[src/rtl/io_bus_router.sv]
// Decodes core bus accesses against base/mask regions and runs each as a req/ready transaction.
// Optional timeout counter and timeout-error path built when IO_BUS_ROUTER_TIMEOUT_EN is defined.
module io_bus_router #(
  parameter int unsigned                  N_SLAVES = 4,
  parameter int unsigned                  ADDR_W   = 32,
  parameter logic [N_SLAVES*ADDR_W-1:0]   SLV_BASE = {32'hFFFFFD00, 32'hFFFFFE00,
                                                      32'h80000000, 32'h00000000},
  parameter logic [N_SLAVES*ADDR_W-1:0]   SLV_MASK = {32'hFFFFFF00, 32'hFFFFFF00,
                                                      32'hFFF00000, 32'h00000000},
  parameter int unsigned                  TIMEOUT  = 16,
  parameter int unsigned                  SEL_W    = $clog2(N_SLAVES + 1)
) (
  input  logic                clk,
  input  logic                reset,
  input  logic                m_req,
  input  logic                m_we,
  input  logic [ADDR_W-1:0]   m_addr,
  input  logic                stall_in,
  output logic                m_ready,
  output logic                m_err,
  output logic [SEL_W-1:0]    m_rsel,
  output logic [N_SLAVES-1:0] s_req,
  output logic [N_SLAVES-1:0] wr_select,
  input  logic [N_SLAVES-1:0] s_ready,
  output logic [7:0]          err_count
);

  typedef enum logic [1:0] {StIdle, StBusy, StResp} state_e;

  state_e           state_q, state_d;
  logic [SEL_W-1:0] idx_q, idx_d;
  logic             we_q, we_d;
  logic             err_q, err_d;
  logic [7:0]       err_count_q, err_count_d;
  logic             hit;
  logic [SEL_W-1:0] hit_idx;
  logic             sel_ready;
  logic             timeout;

  // Descending scan so the lowest-index hit is the one left standing.
  always_comb begin
    hit     = 1'b0;
    hit_idx = SEL_W'(N_SLAVES);
    for (int i = N_SLAVES - 1; i >= 0; i--) begin
      if ((SLV_MASK[i*ADDR_W +: ADDR_W] != '0) &&
          ((m_addr & SLV_MASK[i*ADDR_W +: ADDR_W]) ==
           (SLV_BASE[i*ADDR_W +: ADDR_W] & SLV_MASK[i*ADDR_W +: ADDR_W]))) begin
        hit     = 1'b1;
        hit_idx = SEL_W'(i);
      end
    end
  end

`ifdef IO_BUS_ROUTER_TIMEOUT_EN
  localparam int unsigned CNT_W = $clog2(TIMEOUT);

  logic [CNT_W-1:0] cnt_q, cnt_d;

  // A stalled cycle never times out; it only holds the count.
  assign timeout = (cnt_q == CNT_W'(TIMEOUT - 1)) && !stall_in;

  always_comb begin
    cnt_d = cnt_q;
    if (state_q == StIdle) begin
      cnt_d = '0;
    end else if ((state_q == StBusy) && !stall_in) begin
      cnt_d = cnt_q + CNT_W'(1);
    end
  end

  always_ff @(posedge clk) begin
    if (reset) begin
      cnt_q <= '0;
    end else begin
      cnt_q <= cnt_d;
    end
  end
`else
  logic unused_timeout;

  assign timeout        = 1'b0;
  assign unused_timeout = ^TIMEOUT;
`endif

  assign sel_ready = |(s_req & s_ready);

  always_comb begin
    state_d     = state_q;
    idx_d       = idx_q;
    we_d        = we_q;
    err_d       = err_q;
    err_count_d = err_count_q;
    unique case (state_q)
      StIdle: begin
        if (m_req && !stall_in) begin
          we_d  = m_we;
          idx_d = hit_idx;
          err_d = !hit;
          state_d = hit ? StBusy : StResp;
        end
      end
      StBusy: begin
        if (sel_ready) begin
          err_d   = 1'b0;
          state_d = StResp;
        end else if (timeout) begin
          err_d   = 1'b1;
          state_d = StResp;
        end
      end
      StResp: begin
        if (err_q && (err_count_q != 8'hFF)) begin
          err_count_d = err_count_q + 8'd1;
        end
        state_d = StIdle;
      end
      default: state_d = StIdle;
    endcase
  end

  always_ff @(posedge clk) begin
    if (reset) begin
      state_q     <= StIdle;
      idx_q       <= SEL_W'(N_SLAVES);
      we_q        <= 1'b0;
      err_q       <= 1'b0;
      err_count_q <= 8'h00;
    end else begin
      state_q     <= state_d;
      idx_q       <= idx_d;
      we_q        <= we_d;
      err_q       <= err_d;
      err_count_q <= err_count_d;
    end
  end

  always_comb begin
    s_req = '0;
    for (int i = 0; i < N_SLAVES; i++) begin
      s_req[i] = (state_q == StBusy) && (idx_q == SEL_W'(i));
    end
  end

  assign wr_select = s_req & {N_SLAVES{we_q}};
  assign m_ready   = (state_q == StResp);
  assign m_err     = (state_q == StResp) && err_q;
  assign m_rsel    = idx_q;
  assign err_count = err_count_q;

endmodule

[config.mk]
export PLATFORM = sky130hd
export DESIGN_NAME = io_bus_router
export DESIGN_NICKNAME = d
export VERILOG_FILES = /design/src/rtl/io_bus_router.sv
export SDC_FILE = /design/constraint.sdc
export NUM_CORES = 1
export LEC_CHECK = 0
export BUFFER_PORTS_ARGS = -buffer_cell sky130_fd_sc_hd__buf_2
export CORE_ASPECT_RATIO = 0.6
export CORE_MARGIN = 2
export CORE_UTILIZATION = 37
export CTS_BUF_LIST = sky130_fd_sc_hd__clkbuf_4 sky130_fd_sc_hd__clkbuf_8
export DETAILED_ROUTE_END_ITERATION = 10
export PLACE_DENSITY = 0.73
export REMOVE_ABC_BUFFERS = 1
export SYNTH_ARGS = -nofsm -noshare
export SYNTH_HDL_FRONTEND = slang
export SYNTH_SLANG_ARGS = --single-unit
[constraint.sdc]
create_clock -name clk -period 4.3 [get_ports clk]
set_clock_uncertainty 0.05 [all_clocks]
set_input_delay 1.075 -clock clk [delete_from_list [all_inputs] [get_ports clk]]
set_output_delay 1.075 -clock clk [all_outputs]
set_load 0.005 [all_outputs]
# ---- After elaboration in Yosys (flattened, before gate mapping)
# Cells that the tools add are included.
dict set report totals {
  reg_bits 15
  inputBits 41
  output_inout_bits 21
  wordCells 49
}
dict set report op_classes {
  add_sub_neg 1
  n_eq_ne 11
  mux 13
  bitwise_logic 2
  n_reduce_logical 17
}
# operator n
set ops {}
lappend ops {{$eq A24 B24 Y1 const B} 2}
lappend ops {{$eq A12 B12 Y1 const B} 1}
lappend ops {{$mux W3} 3}
lappend ops {{$add A8 B1 Y8 const B} 1}
lappend ops {{$and A4 B4 Y4} 2}
lappend ops {{$ne A8 B8 Y1 const B} 1}
lappend ops {{$logic_and A1 B1 Y1} 7}
lappend ops {{$eq A3 B2 Y1 const B} 2}
lappend ops {{$mux W2} 3}
lappend ops {{$reduce_and A2 Y1} 3}
lappend ops {{$mux W1} 5}
lappend ops {{$ne A2 B2 Y1 const B} 2}
lappend ops {{$pmux W2 S2} 1}
lappend ops {{$reduce_or A4 Y1} 1}
lappend ops {{$eq A3 B1 Y1 const B} 1}
lappend ops {{$logic_not A3 Y1} 1}
lappend ops {{$reduce_and A3 Y1} 1}
lappend ops {{$eq A2 B1 Y1 const B} 1}
lappend ops {{$eq A2 B2 Y1 const B} 1}
lappend ops {{$logic_not A1 Y1} 2}
lappend ops {{$logic_not A2 Y1} 1}
lappend ops {{$pmux W1 S2} 1}
lappend ops {{$reduce_bool A2 Y1} 1}

# ---- Logic depth before layout (Yosys ltp)
# Gate-level depths: netlist of run 1.
dict set report depth {
  word_depth 7
  ltp_mapped 5
  mapped_depth_nobuf 5
}

# ---- Least setup slack after synthesis of run 1
# No wires, ideal clock.
dict set report synth_path {
  kind {input to register}
  startpoint {in stall_in}
  endpoint {reg err_q}
  setup_ps 67
  arrival_time_ps 2087
  required_time_ps 4183
  slack_ps 2096
  path_stages 4
  path_buffers 1
  path_cell_list {or4b_1 > buf_2 > a311o_1 > o21ai_2}
}
dict set report synth_between {
  elab_chain_cells 4
}
# element line
set synth_lines {}
lappend synth_lines {{start, declared} 18} ;# input logic stall_in,
lappend synth_lines {{$logic_not A1 Y1} 95} ;# if (m_req && !stall_in) begin
lappend synth_lines {{$logic_and A1 B1 Y1} 95}
lappend synth_lines {{$ne A2 B2 Y1 (no line)} -}
lappend synth_lines {{$reduce_and A3 Y1 (no line)} -}
lappend synth_lines {{end signal, assigned} 132} ;# err_q <= err_d;
lappend synth_lines {{end, declared} 33} ;# logic err_q, err_d;
# Every way passes these cells.
# A chain may end at the register's enable or synchronous reset.

# ---- Final worst setup path of run 1
dict set report layout_path {
  startpoint {reg state_q[0]}
  endpoint {out s_req[3]}
}
dict set report layout_between {
  elab_chain_cells 2
}
# element line
set layout_lines {}
lappend layout_lines {{start, declared} 30} ;# state_e state_q, state_d;
lappend layout_lines {{start signal, assigned} 123} ;# state_q <= StIdle;
lappend layout_lines {{start signal, assigned} 129} ;# state_q <= state_d;
lappend layout_lines {{$eq A2 B1 Y1} 140} ;# s_req[i] = (state_q == StBusy) && (idx_q == SEL_W'(i));
lappend layout_lines {{$logic_and A1 B1 Y1} 140}
lappend layout_lines {{end, declared} 22} ;# output logic [N_SLAVES-1:0] s_req,
# Every way passes these cells.

==> run_results.csv, run 1 <==
group,metric,value,unit
die,die_width,67.5,µm
route,via_per_inst,5.40,
final_layout,area_growth,37.3,%
placed_design,place_congestion,0.848,
clock_network,htree_levels,1,
clock_network,cts_buffer_depth,2,
grt,antenna_found_initial,0,
critical_path,r2r_cells,5,
placed_design,dp.cells,190,
power,power_leakage,0.573,nW
final_layout,drive_above_1_share,36.6,%
clock_network,cts_tree,"built",
timing,final.period_utilization,61.9,%
route,vias,1047,
critical_path,required,3.17,ns
clock_network,root_buffer,"clkbuf_8",
clock_network,cts_inserted_buffers,3,
synthesis,syn_inst,111,
timing,max_slew.worst_pin.slew,0.804,ns
placed_design,place.detailed.hpwl,2120,µm
synthesis,ys_seq_elements,15,
timing,setup_viol,0,
power,vdd_ir_drop_max,155,µV
grt,grt_pass1_wl,4160,µm
timing,fmax,0.376,GHz
clock_network,clk_pin_slew,0.06,ns
route,wl,2620,µm
die,die_h,42.1,µm
run,maxCapViolCount,0,
clock_network,cts-resized-gates,0,
die,core_area,0.00223,mm²
hold_path,hp-class,"reg -> reg",
timing,hold_ws,0.427,ns
power,power_frac_clock,39.5,%
final_layout,fin_cells,194,
timing,slew-limit-headroom,45.6,%
route,ant_nets,0,
die,ioPinCount,62,
synthesis,synth.avg_cell_area,8.06,µm²
critical_path,endpoint_kind,"primary output",
grt,grt_max_degree,18,
die,die_area,0.00284,mm²
power,p_per_area,245,mW/mm²
clock_network,insertion_delay,0.24,ns
route,drc,0,
hold_path,hold_depth,2,
placed_design,post-place-ws,1.93,ns
timing,hold_viol,0,
clock_network,postCtsHoldBufs,0,
hold_path,min_from,"we_q",
route,wire_per_inst,13.5,µm
die,row_count,13,
timing,slew_violations,0,
critical_path,r2r_slack,2.66,ns
critical_path,cp.arrival,1.54,ns
power,p_switching,68.4,µW
clock_network,clkSinkCount,15,
run_status,status,"finished, final reports clean",
timing,setup-tns-final,0,ns
synthesis,ys_types,35,
critical_path,rr_endpoint,"err_count[1]",
critical_path,cp-start-kind,"flip-flop",
timing,grt_setup_unrepaired,"false",
critical_path,r2r-start,"err_count[0]",
grt,grt_usage,18.8,%
power,seqPwrFrac,48.1,%
synthesis,seq_area_frac_synth,33.6,%
hold_path,hold_path_end,"we_q",
grt,grt_pass1_vias,928,
final_layout,diodes,0,
power,p_int,232,µW
synthesis,yosysWarnings,0,
clock_network,post_cts_buffers,0,
timing,fin_ws,1.64,ns
placed_design,io_buffers,53,
power,swShare,22.7,%
placed_design,placed_cell_area,0.00118,mm²
critical_path,worstSetupPathType,"reg -> out",
critical_path,cp_max_fo,7,
timing,fin_crit,2.66,ns
die,initial_core_util,40.1,%
synthesis,syn_area,895,µm²
final_layout,final_cell_area,0.00123,mm²
final_layout,final_nets,207,
route,drt_iter0_drc,47,
grt,grt_remaining_overflow,0,
power,combPwrFrac,12.4,%
route,dr.pass1.iters,4,
## per-stage QoR
step                util [%]  total power, mW
floorplan                  -            0.160
global placement        52.9            0.183
global route            55.1            0.316
CTS                     55.1            0.304
finish                  55.1            0.301
detailed placement      52.9            0.185
## cell usage in the layout, fill, tap and decap left out
master / instances
a211oi_1: 1
a21oi_1: 4
a311o_1: 1
a31oi_1: 1
a41oi_1: 1
and2_1: 1
and3_1: 5
and3b_1: 1
buf_2: 53
clkbuf_4: 1
clkbuf_8: 3
dfxtp_1: 15
ha_1: 1
inv_1: 2
mux2i_1: 2
mux4_2: 1
nand2_1: 7
nand2b_1: 3
nand3_1: 2
nand3b_1: 1
nand4_1: 11
nor2_1: 20
nor2b_1: 1
nor3_1: 1
nor3b_1: 1
nor4_1: 4
nor4b_1: 2
o2111ai_1: 1
o211ai_1: 3
o21a_1: 2
o21ai_0: 1
o21ai_2: 1
o21ba_2: 1
o31ai_1: 2
or4b_1: 1
xor2_1: 6
## flip-flops by register name (all words and copies together) (netlist names)
signal     count
err_q          1
m_rsel         3
err_count      8
we_q           1
state_q        2
## synthesized netlist by cell type, drive strengths merged
cell     instances  share of area, %
dfxtp           15                34
inv              2              0.84
nor3b            1              0.84
nand3b           1              0.84
o2111ai          1              0.98
and3b            1              0.98
a311o            1               1.1
a41oi            1              0.98
buf              2               1.1
o21a             2               1.7
and3             5               3.5
o211ai           3               2.5
ha               1               1.4
nand2            7               2.9
o21ai            2               1.5
nand2b           3               2.1
a211oi           1              0.84
and2             1              0.70
nor4             4               2.8
xor2             6               5.9
nor4b            2               2.0
nand3            2               1.1
o31ai            2               1.7
nor2            20               8.4
clkbuf           2              0.84
nor2b            1              0.70
mux2i            2               2.2
a31oi            1              0.70
nand4           11               7.7
mux4             1               2.5
or4b             1               1.1
o21ba            1               1.1
a21oi            4               2.2
nor3             1              0.56
## power groups by stage
stage	registers (mW)	logic [mW]	clock network [mW]
finish	0.145	0.0374	0.119
global route	0.145	0.0416	0.129
CTS	0.145	0.0369	0.122
detailed placement	0.148	0.0368	0
global placement	0.147	0.0351	0
floorplan	0.147	0.0126	0
## per-layer routing
layer | GRT usage [%] | up-vias | wire (µm) | share of wire (%)
met5 | 0 | - | 0 | 0
met3 | 4.03 | 0 | 152 | 5.8
li1 | - | 522 | - | -
met2 | 32.9 | 40 | 1230 | 47
met4 | 3.67 | 0 | 0 | 0
met1 | 23.7 | 485 | 1240 | 47
## critical path, stage by stage (launching register included)
cell and delay (ns):
dfxtp_1 0.41, nor3b_1 0.41, nand2_1 0.18, nor2_1 0.15, buf_2 0.14
## worst max path at each step
stage               slack (ns)           end  cells past startpoint  startpoint
global placement          1.93         err_q                      4    stall_in
finish                    1.64      s_req[3]                      4  state_q[0]
detailed placement        1.93         err_q                      4    stall_in
global route              1.59  wr_select[2]                      4  state_q[0]
CTS                       1.69      s_req[3]                      4  state_q[0]
floorplan                 2.11         err_q                      3    stall_in
## final cells by class
class,instances,area (µm²)
inverter,2,7.51
timing repair buffer,53,265
fill,223,1000
sequential,15,300
multi-input combinational,90,569
clock buffer,4,48.8
tap,30,37.5
## cells by family (layout without fill, tap and decap cells)
family                     after synthesis  in the layout  share of synthesized area [%]
DFF                                     15             15                           33.6
buffers and inverters                    6             59                           2.80
and+or+nand+nor                         61             61                           36.2
AOI/OAI and AO/OA                       19             19                           15.4
adders and majority gates                1              1                           1.40
muxes                                    3              3                           4.76
xor gates and xnor gates                 6              6                           5.87
No activity file was read; power rests on OpenSTA's default activity.
==> inputs of run 2 (changes only) <==
--- a/config.mk
+++ b/config.mk
@@ -5,13 +5,14 @@
 export SDC_FILE = /design/constraint.sdc
 export NUM_CORES = 1
 export LEC_CHECK = 0
+export ABC_AREA = 1
 export BUFFER_PORTS_ARGS = -buffer_cell sky130_fd_sc_hd__buf_2
 export CORE_ASPECT_RATIO = 0.6
 export CORE_MARGIN = 2
 export CORE_UTILIZATION = 37
 export CTS_BUF_LIST = sky130_fd_sc_hd__clkbuf_4 sky130_fd_sc_hd__clkbuf_8
 export DETAILED_ROUTE_END_ITERATION = 10
-export PLACE_DENSITY = 0.73
+export PLACE_DENSITY = 0.71
 export REMOVE_ABC_BUFFERS = 1
 export SYNTH_ARGS = -nofsm -noshare
 export SYNTH_HDL_FRONTEND = slang
==> constraint.sdc (replaced) <==
create_clock -name clk -period 2.5 [get_ports clk]
set_clock_uncertainty 0.05 [all_clocks]
set_input_delay 0.625 -clock clk [delete_from_list [all_inputs] [get_ports clk]]
set_output_delay 0.625 -clock clk [all_outputs]
set_load 0.005 [all_outputs]
==> run_results.csv, run 2 <==
group,metric,value,unit
run_status,status,"finished, final reports clean",
grt,busiest_layer,"met2",
timing,final.period_utilization,79.7,%
synthesis,syn_area,991,µm²
route,drt_iter0_drc,70,
synthesis,ys_types,29,
hold_path,hp-class,"reg -> reg",
synthesis,yosysWarnings,0,
grt,gr-usage-met1,24.2,%
hold_path,hold_path_end,"err_q",
die,row_count,14,
synthesis,synth.avg_cell_area,6.19,µm²
die,initial_core_util,39.3,%
synthesis,synth_top_family_by_area,"simple AND/OR/NAND/NOR gates",
synthesis,ys_seq_elements,15,
final_layout,final_cell_mix,"buf_2 (53), nand2_1 (47), nor2_1 (30)",
power,power_leakage,0.670,nW
synthesis,synth-xor-area-share,3.54,%
clock_network,postCtsHoldBufs,0,
critical_path,slowest_delay,0.34,ns
route,ant_nets,0,
die,die_area,0.00312,mm²
clock_network,root_buffer,"clkbuf_8",
critical_path,worstSetupPathType,"reg -> out",
synthesis,seq_area_frac_synth,30.3,%
grt,grt_pass1_vias,973,
grt,antenna_found_initial,0,
final_layout,drive_above_1_share,31.9,%
clock_network,insertion_delay,0.24,ns
die,die_width,70.8,µm
grt,grt_max_degree,10,
clock_network,clkSinkCount,15,
timing,max_slew.worst_pin.slew,0.279,ns
critical_path,cp_max_fo,3,
synthesis,synth_fa_ha_area_share,1.26,%
placed_design,post-place-ws,0.787,ns
timing,hold_viol,0,
synthesis,synth_async_sr_flop_share,0,%
route,wl,2410,µm
critical_path,cp.arrival,1.32,ns
route,wire_per_inst,9.72,µm
critical_path,required,1.82,ns
clock_network,cts_buffer_depth,2,
timing,fmax,0.502,GHz
final_layout,diodes,0,
grt,use_met3,5.01,%
synthesis,synth_compound_area_share,11.6,%
route,vias,1144,
timing,grt_setup_unrepaired,"false",
timing,setup_viol,0,
clock_network,cts_tree,"built",
critical_path,worstPathCellList,"inv_2 -> nand2_1 -> nor2_1 -> inv_1 -> nor4_1 -> buf_2",
placed_design,place.detailed.hpwl,2010,µm
synthesis,yosysTopAreaCell,"dfxtp_1",
timing,fin_crit,1.99,ns
run,maxCapViolCount,0,
timing,slew-limit-headroom,81.3,%
die,die_h,44.1,µm
clock_network,cts-resized-gates,0,
synthesis,synth-edff-count,0,
final_layout,final_common_cell,"buf_2",
critical_path,r2r_slack,1.06,ns
power,p_per_area,388,mW/mm²
hold_path,hold_depth,2,
synthesis,syn_inst,160,
final_layout,area_growth,35.2,%
placed_design,place_congestion,0.813,
synthesis,synthMuxAreaShare,0,%
die,ioPinCount,62,
final_layout,largest_reg_flops,8,
final_layout,final_nets,259,
hold_path,min_from,"err_q",
synthesis,synth_common_cells,"nand2_1 (47), nor2_1 (30), dfxtp_1 (15), inv_1 (12), a21oi_1 (11)",
clock_network,post_cts_buffers,0,
critical_path,r2r_cells,7,
route,via_per_inst,4.61,
grt,grt_pass1_wl,4150,µm
route,drc,0,
clock_network,cts_inserted_buffers,3,
grt,grt_remaining_overflow,0,
timing,setup-tns-final,0,ns
final_layout,fillers,270,
timing,hold_ws,0.449,ns
critical_path,endpoint_kind,"primary output",
grt,grt_usage,16.7,%
grt,met2_usage,25.2,%
power,vdd_ir_drop_max,155,µV
placed_design,io_buffers,53,
route,dr.pass1.iters,4,
clock_network,htree_levels,1,
synthesis,synth_area_leaders,"dfxtp_1 (30%), nand2_1 (18%), nor2_1 (11%)",
critical_path,r2r-start,"err_count[1]",
die,core_area,0.00252,mm²
synthesis,ys.flop_type,"dfxtp_1",
critical_path,crit_slowest_cell,"dfxtp_1",
timing,slew_violations,0,
clock_network,clk_pin_slew,0.06,ns
critical_path,cp-start-kind,"flip-flop",
synthesis,synth_top_cell_area_share,30.3,%
critical_path,rr_endpoint,"err_count[3]",
synthesis,synth.most_common_cell,"nand2_1",
synthesis,synth-simple-area-share,45.6,%
timing,fin_ws,0.509,ns
run 2: cell count changes in the layout (fill, tap and decap cells not counted), sizes merged, moves of 5 or more:
cell   delta
a21oi     +8
nand2    +43
xor2      -5
nand4     -7
inv      +14
nor2     +12
run 2: cell type report:
type,instances,area (µm²),share of cell area (%)
sequential,15,300,22.4
inverter,17,71.3,5.32
clock buffer,4,48.8,3.64
multi-input combinational,127,614,45.8
tap,32,40.0,2.99
timing repair buffer,53,265,19.8
run 2: cells by family after synthesis:
group | count (synthesis)
adders and majority gates | 1
xor gates and xnor gates | 4
and+or+nand+nor | 103
buffers and inverters | 18
AOI/OAI and AO/OA | 19
DFF | 15
run 2: worst max-delay path by stage:
stage	startpoint	end	depth (start not counted)
final	state_q[1]	wr_select[1]	6
after global routing	state_q[1]	wr_select[1]	6
after CTS	state_q[1]	wr_select[1]	6
after detailed placement	state_q[1]	wr_select[1]	6
after global placement	state_q[1]	wr_select[1]	6
after floorplan	state_q[1]	wr_select[1]	5
run 2: power by group:
group | internal (mW) | total, mW | leakage [nW] | switching [mW]
Clock | 0.124 | 0.203 | 0.0262 | 0.0794
Combinational | 0.0327 | 0.0667 | 0.522 | 0.0340
Sequential | 0.245 | 0.251 | 0.122 | 0.00587
run 2: stage by stage:
step / power (mW) / utilization (%) / instance area, µm² / cells
after floorplan: 0.284 / - / 986 / 159
after global placement: 0.322 / 51.2 / 1290 / 244
after detailed placement: 0.323 / 51.2 / 1290 / 244
after CTS: 0.529 / 53.1 / 1340 / 248
after global routing: 0.551 / 53.1 / 1340 / 248
final: 0.520 / 53.1 / 1340 / 248
run 2: metal layers:
| metal | wire [µm] | share of wire [%] | vias to the layer above |
|---|---|---|---|
| li1 | - | - | 624 |
| met1 | 1310 | 54 | 497 |
| met2 | 990 | 41 | 23 |
| met3 | 113 | 4.7 | 0 |
| met4 | 0 | 0 | 0 |
| met5 | 0 | 0 | - |
run 2: worst max-delay path, delay by kind of cell, from the launching register on:
kind,cells,cell delay [ns]
AND/OR/NAND/NOR,3,0.44
buffers and inverters,3,0.30
flip-flops,1,0.34
